===== config.mk =====
export PLATFORM = sky130hd
export DESIGN_NAME = clock_gate_controller
export DESIGN_NICKNAME = d
export VERILOG_FILES = /design/src/rtl/clock_gate_controller.sv
export SDC_FILE = /design/constraint.sdc
export NUM_CORES = 1
export LEC_CHECK = 0
export BUFFER_PORTS_ARGS = -buffer_cell sky130_fd_sc_hd__buf_4
export CORE_AREA = 2 2 144 160
export DETAILED_ROUTE_END_ITERATION = 8
export DIE_AREA = 0 0 146 162
export SLEW_MARGIN = 40
export SYNTH_ARGS = -nofsm -noshare
export SYNTH_HDL_FRONTEND = slang
export SYNTH_SLANG_ARGS = --single-unit

===== constraint.sdc =====
create_clock -name clock -period 2.77 [get_ports clock]
set_input_delay 0.554 -clock clock [delete_from_list [all_inputs] [get_ports clock]]
set_output_delay 0.554 -clock clock [all_outputs]
set_load 0.1 [all_outputs]

===== src/rtl/clock_gate_controller.sv =====
// Multi-channel clock-enable controller: per-domain BUFGCE enables switched through a
// request/acknowledge handshake with a programmable drain before gating, a stretched
// domain reset sequenced from PLL lock, and a saturating enabled-cycle counter per channel.
module clock_gate_controller #(
  parameter int unsigned NUM_CHANNELS = 4,
  parameter int unsigned RST_STRETCH  = 3,
  parameter int unsigned DRAIN_CYCLES = 2,
  parameter int unsigned COUNT_WIDTH  = 32
) (
  input  logic                                clock,
  input  logic                                reset,
  input  logic                                pll_locked,
  input  logic [NUM_CHANNELS-1:0]             start_req,
  input  logic [NUM_CHANNELS-1:0]             stop_req,
  input  logic [NUM_CHANNELS-1:0]             count_clear,
  output logic [NUM_CHANNELS-1:0]             clock_en,
  output logic [NUM_CHANNELS-1:0]             ack,
  output logic                                domain_rst,
  output logic                                lock_lost,
  output logic [NUM_CHANNELS*COUNT_WIDTH-1:0] enabled_cycles
);

  localparam int unsigned StretchW = (RST_STRETCH > 1) ? $clog2(RST_STRETCH) : 1;
  localparam logic [StretchW-1:0] StretchLast = StretchW'(RST_STRETCH - 1);
  localparam int unsigned DrainW = (DRAIN_CYCLES > 1) ? $clog2(DRAIN_CYCLES) : 1;
  localparam logic [DrainW-1:0] DrainLast =
      DrainW'((DRAIN_CYCLES > 0) ? DRAIN_CYCLES - 1 : 0);

  typedef enum logic [1:0] {
    StStopped,
    StRunning,
    StDrain
  } chan_state_e;

  logic [StretchW-1:0] stretch_q, stretch_d;
  logic                domain_rst_q, domain_rst_d;
  logic                lock_lost_q, lock_lost_d;
  logic                lock_drop;

  // Lock dropping after the domains were released: every channel stops at once.
  assign lock_drop = ~pll_locked & ~domain_rst_q;

  // Reset sequencer next state: count consecutive locked cycles, reload on any unlock.
  always_comb begin
    stretch_d    = stretch_q;
    domain_rst_d = domain_rst_q;
    lock_lost_d  = lock_lost_q | lock_drop;
    if (!pll_locked) begin
      stretch_d    = '0;
      domain_rst_d = 1'b1;
    end else if (domain_rst_q) begin
      if (stretch_q == StretchLast) begin
        domain_rst_d = 1'b0;
      end else begin
        stretch_d = stretch_q + StretchW'(1);
      end
    end
  end

  // Reset sequencer state registers.
  always_ff @(posedge clock) begin
    if (reset) begin
      stretch_q    <= '0;
      domain_rst_q <= 1'b1;
      lock_lost_q  <= 1'b0;
    end else begin
      stretch_q    <= stretch_d;
      domain_rst_q <= domain_rst_d;
      lock_lost_q  <= lock_lost_d;
    end
  end

  assign domain_rst = domain_rst_q;
  assign lock_lost  = lock_lost_q;

  for (genvar i = 0; i < NUM_CHANNELS; i++) begin : g_chan
    chan_state_e             state_q, state_d;
    logic [DrainW-1:0]       drain_q, drain_d;
    logic                    clock_en_q, clock_en_d;
    logic                    ack_q, ack_d;
    logic [COUNT_WIDTH-1:0]  count_q, count_d;

    // Channel FSM next state, enable and completion pulse.
    always_comb begin
      state_d = state_q;
      drain_d = drain_q;
      unique case (state_q)
        StStopped: begin
          // start beats a simultaneous stop here since stop is not looked at
          if (start_req[i] && !domain_rst_q) state_d = StRunning;
        end
        StRunning: begin
          if (stop_req[i]) begin
            if (DRAIN_CYCLES == 0) begin
              state_d = StStopped;
            end else begin
              state_d = StDrain;
              drain_d = '0;
            end
          end
        end
        StDrain: begin
          if (drain_q == DrainLast) begin
            state_d = StStopped;
          end else begin
            drain_d = drain_q + DrainW'(1);
          end
        end
        default: state_d = StStopped;
      endcase
      if (lock_drop) state_d = StStopped;

      clock_en_d = (state_d != StStopped);
      // A forced stop from lock loss is not a completed handshake, so no ack.
      ack_d = ((state_q == StStopped) && (state_d == StRunning)) ||
              ((state_q != StStopped) && (state_d == StStopped) && !lock_drop);
    end

    // Enabled-cycle counter next state: clear wins, otherwise saturating increment.
    always_comb begin
      count_d = count_q;
      if (count_clear[i]) begin
        count_d = '0;
      end else if (clock_en_q && (count_q != '1)) begin
        count_d = count_q + COUNT_WIDTH'(1);
      end
    end

    // Channel state, output and counter registers.
    always_ff @(posedge clock) begin
      if (reset) begin
        state_q    <= StStopped;
        drain_q    <= '0;
        clock_en_q <= 1'b0;
        ack_q      <= 1'b0;
        count_q    <= '0;
      end else begin
        state_q    <= state_d;
        drain_q    <= drain_d;
        clock_en_q <= clock_en_d;
        ack_q      <= ack_d;
        count_q    <= count_d;
      end
    end

    assign clock_en[i] = clock_en_q;
    assign ack[i]      = ack_q;
    assign enabled_cycles[i*COUNT_WIDTH +: COUNT_WIDTH] = count_q;
  end

endmodule


# Word-level counts from Yosys, hierarchy flattened
# Cells that the tools add are included.
word_totals:
  input_bits: 15
  ff_bits: 152
  word_cells: 148
op_classes:
  addsub: 9
  n_bitwise: 5
  mux: 34
  n_reduce_logical: 56
  n_eq_ne: 21
ops:
  columns: ["op", "count"]
  rows:
  - ["32-bit by 1-bit adder with 32-bit output (second input constant)", 4]
  - ["32-bit inequality test (second input constant)", 4]
  - ["2-bit two-way mux", 16]
  - ["2-bit case mux with 3 select lines", 4]
  - ["2-bit nonzero test", 12]
  - ["1-bit logical AND", 20]
  - ["2-bit by 1-bit == test with 1-bit output (second input constant)", 8]
  - ["2-bit logical NOT", 8]
  - ["2-bit == test (second input constant)", 5]
  - ["1-bit two-way mux", 10]
  - ["2-bit AND reduction", 5]
  - ["2-bit OR reduction", 5]
  - ["2-bit inequality test (second input constant)", 4]
  - ["1-bit case mux with 2 select lines", 4]
  - ["1-bit adder (second input constant)", 4]
  - ["1-bit logical OR", 4]
  - ["1-bit NOT", 3]
  - ["2-bit by 1-bit adder with 2-bit output (second input constant)", 1]
  - ["1-bit logical NOT", 2]
  - ["1-bit bitwise AND", 1]
  - ["1-bit OR", 1]

# Depth between registers and ports, before layout
depth:
  word_depth: 9
  mapped_depth: 9
  depth_no_buf: 6

# Least setup slack after synthesis
# No wires, ideal clock.
synth_timing:
  path_type: "reg2reg"
  from: "register g_chan[1].count_q[0]"
  to: "register g_chan[1].count_q[22]"
  path_stages_with_launch: 8
  synth_period_minus_slack_ns: 2.896
  slack_ns: -0.126
  arrival_time_ns: 2.780
  setup_time_ns: 0.117
  path_cell_list: "dfxtp_1 > ha_1 > and4_1 > clkbuf_1 > nand3_1 > nor4_1 > a31oi_1 > a41o_1"
synth_between:
  elab_chain_cells: 2
  word_cells_on_any_way: 3
  cone_classes: "add/sub (1); eq/ne (1); reduce/logical (1)"
synth_rtl:
  columns: ["item", "line_no", "source"]
  rows:
  - ["start, declared", "81", "logic [COUNT_WIDTH-1:0] count_q, count_d;"]
  - ["start signal, assigned", "142", "count_q <= count_d;"]
  - ["branches (longest 2 deep; another with 32-bit by 1-bit adder with 32-bit output)", null, null]
# Several ways; the timed one is not identified.
# A chain may end at the register's enable or synchronous reset.

# Worst setup path in the final report
# Same ends and word-level chain as after synthesis.

==> qor.csv <==
metric,value,unit
status,finished clean,
max_freq,436,MHz
portBuffers,152,
drv_slew,0,
clock_latency,0.42,ns
netlist_area,7560,um2
via_count,7309,
synth_seq_area_share,40.3,%
fin_cells,1353,
synthAdderAreaFrac,0.828,%
p_int,3.75,mW
grt_pass1_vias,6595,
synth_top_family_by_area,simple AND/OR/NAND/NOR gates,
die-area,23700,um2
gp_congestion,0.796,
synthSimpleGateAreaFrac,31.9,%
worstPathArrival,2.60,ns
cp_max_fo,7,
p_comb_share,2.4,%
ioPinCount,153,
synth_xor_area_share,4.15,%
cts_tree,done,
yosysWarnings,0,
nets,1067,
end_kind,register,
rows,57,
cts.repair.resized,0,
min_period_over_period,82.7,%
peakVddDrop,0.000391,V
drive_gt1_share,23.3,%
min_path_type,input port to register,
via_per_inst,5.40,
finClkSkew,0.0126,ns
synth_top_cell_area_share,40.3,%
power_density,501,nW/um2
synthCells,914,
placed_cells,1323,
switching_share,21.6,%
drt_iter0_markers,352,
ctsHoldBuffers,0,
ant_nets,0,
numCtsBuffers,17,
critPathMaxStageDelay,0.60,ns
num_antenna_cells,0,
worstMarginPinSlew,0.816,ns
core,22000,um2
grt_pass1_wl,33000,um
min_period,2.29,ns
critPathTopFamily,simple AND/OR/NAND/NOR gates,
final_common_cell,buf_4,
slew_headroom,45.1,%
rsz0062_at_grt,no,
dp_hpwl,14300,um
fin_ws,0.478,ns
synth_area_leaders,"dfxtp_1 40%, a21oi_1 5.5%, or3_1 5.3%",
synth-compound-area-share,17.6,%
crit_required,3.08,ns
areaGrowthSynthToFinish,26.3,%
grt_use_total,16.7,%
die_w,146,um
critical_path_class,register to register,
hold_viol,0,
overflow,0,
synthMuxAreaShare,0.844,%
cts_root_buf,clkbuf_16,
clockBufferDepth,2,
p_switching,1.03,mW
die_h,162,um
antenna_found_initial,0,
setup_tns,0,ns
syn_nets,934,
cp_cell_sequence,ha_1 -> and4_1 -> nand3_1 -> nor4_1 -> a31oi_1 -> a41o_1,
place_worst_setup_slack,0.449,ns
clock_sinks,152,
start_kind,register,
wl_per_cell,15.0,um
final_cell_mix,"168 x buf_4, 143 x dfxtp_1, 83 x a21oi_1",
fill_cells,2273,
synth-seq-cells,152,
leakagePower,3.38,nW
avgSynthCellArea,8.27,um2
drt-total-wl,20200,um
path_clk_slew,0.06,ns
ys_types,56,
grt_max_degree,33,
maxCapViolCount,0,
cts_setup_buffers,0,
cts_max_level,4,
clkPwrFrac,51.7,%
seq_power_share,45.9,%
setup_violations,0,
crit_buf_inv,0,
cp_slowest_cell,nor4_1,
initial_core_util,34.4,%
synth_top_area_cell,dfxtp_1,
route.detailed.drc,0,
first_pass_iters,4,
==> metal layers <==
metal	global-route usage [%]	vias up	wire (um)
met5	0	-	0
met2	28.6	150	9710
met1	21.1	3468	9400
met4	5.21	0	257
li1	-	3674	-
met3	3.48	17	868
==> registers in the layout, summed over array words and instances, names as in the netlist <==
register and flops:
g_chan.clock_en_q 4, domain_rst 1, g_chan.drain_q 4, stretch_q 2, g_chan.ack_q 4, lock_lost 1, g_chan.state_q 8, g_chan.count_q 128
==> power by group through the flow <==
stage	Sequential (mW)	Clock, mW	Combinational [mW]
after global routing	2.20	2.62	0.125
final	2.20	2.47	0.114
after CTS	2.20	2.54	0.117
after detailed placement	2.25	0	0.117
after floorplan	2.25	0	0.0729
after global placement	2.25	0	0.116
==> worst paths after layout <==
kind	cells past startpoint	from	to	slack, ns
setup reg to reg	6	g_chan[1].count_q[0]	g_chan[1].count_q[22]	0.48
hold reg to reg	2	lock_lost	lock_lost	0.48
hold / removal	4	pll_locked	lock_lost	0.42
setup / recovery	6	g_chan[1].count_q[0]	g_chan[1].count_q[22]	0.48
==> cell usage after synthesis (all sizes together) <==
cell type and count:
and4 16, a21oi 90, o2111a 1, nand4b 1, nand2 57, o311a 1, nor4 17, mux2 3
nand3b 1, nor2 73, a31oi 9, nand3 54, clkbuf 34, xnor2 27, o21ai 66, dfxtp 152
inv 16, nor3b 5, mux2i 3, nand4 46, xor2 8, nand2b 5, o2111ai 6, or3 64
buf 20, a41o 4, o211ai 6, nor2b 1, and3 25, o311ai 1, or2 11, o22ai 1
or4 21, and2 11, a211oi 10, or3b 2, nor3 20, a21o 2, o31ai 19, ha 5
==> layout make-up <==
class / instances / area [um2] / area share [%]
clock inverter: 11 / 173 / 1.81
tap: 295 / 369 / 3.87
clock buffer: 19 / 443 / 4.64
timing repair buffer: 168 / 1260 / 13.2
inverter: 16 / 60.1 / 0.629
multi-input combinational: 692 / 4190 / 43.9
sequential: 152 / 3050 / 32.0
==> worst register-to-register path: cells and delay by family, from the launching register on <==
kind / cells / cell delay, ns
AOI/OAI and AO/OA: 2 / 0.38
adders and majority gates: 1 / 0.20
DFF: 1 / 0.39
and+or+nand+nor: 3 / 1.22
==> logic make-up (layout without fill, tap and decap cells) <==
logic type / count (synthesis) / after routing
and+or+nand+nor: 430 / 430
AOI/OAI and AO/OA: 216 / 216
DFF: 152 / 152
buffers and inverters: 70 / 214
xor gates and xnor gates: 35 / 35
muxes: 6 / 6
adders and majority gates: 5 / 5
==> per-stage QoR <==
stage	hold WS [ns]	total power, mW	cell area, um2	util, %
finish	0.422	4.78	9550	43.5
global route	0.419	4.95	9550	43.5
CTS	0.401	4.85	9550	43.5
detailed placement	0.466	2.36	8930	40.7
global placement	0.459	2.36	8930	40.7
floorplan	0.482	2.32	7570	-
Note: power is estimated with default switching activity, not from simulation.
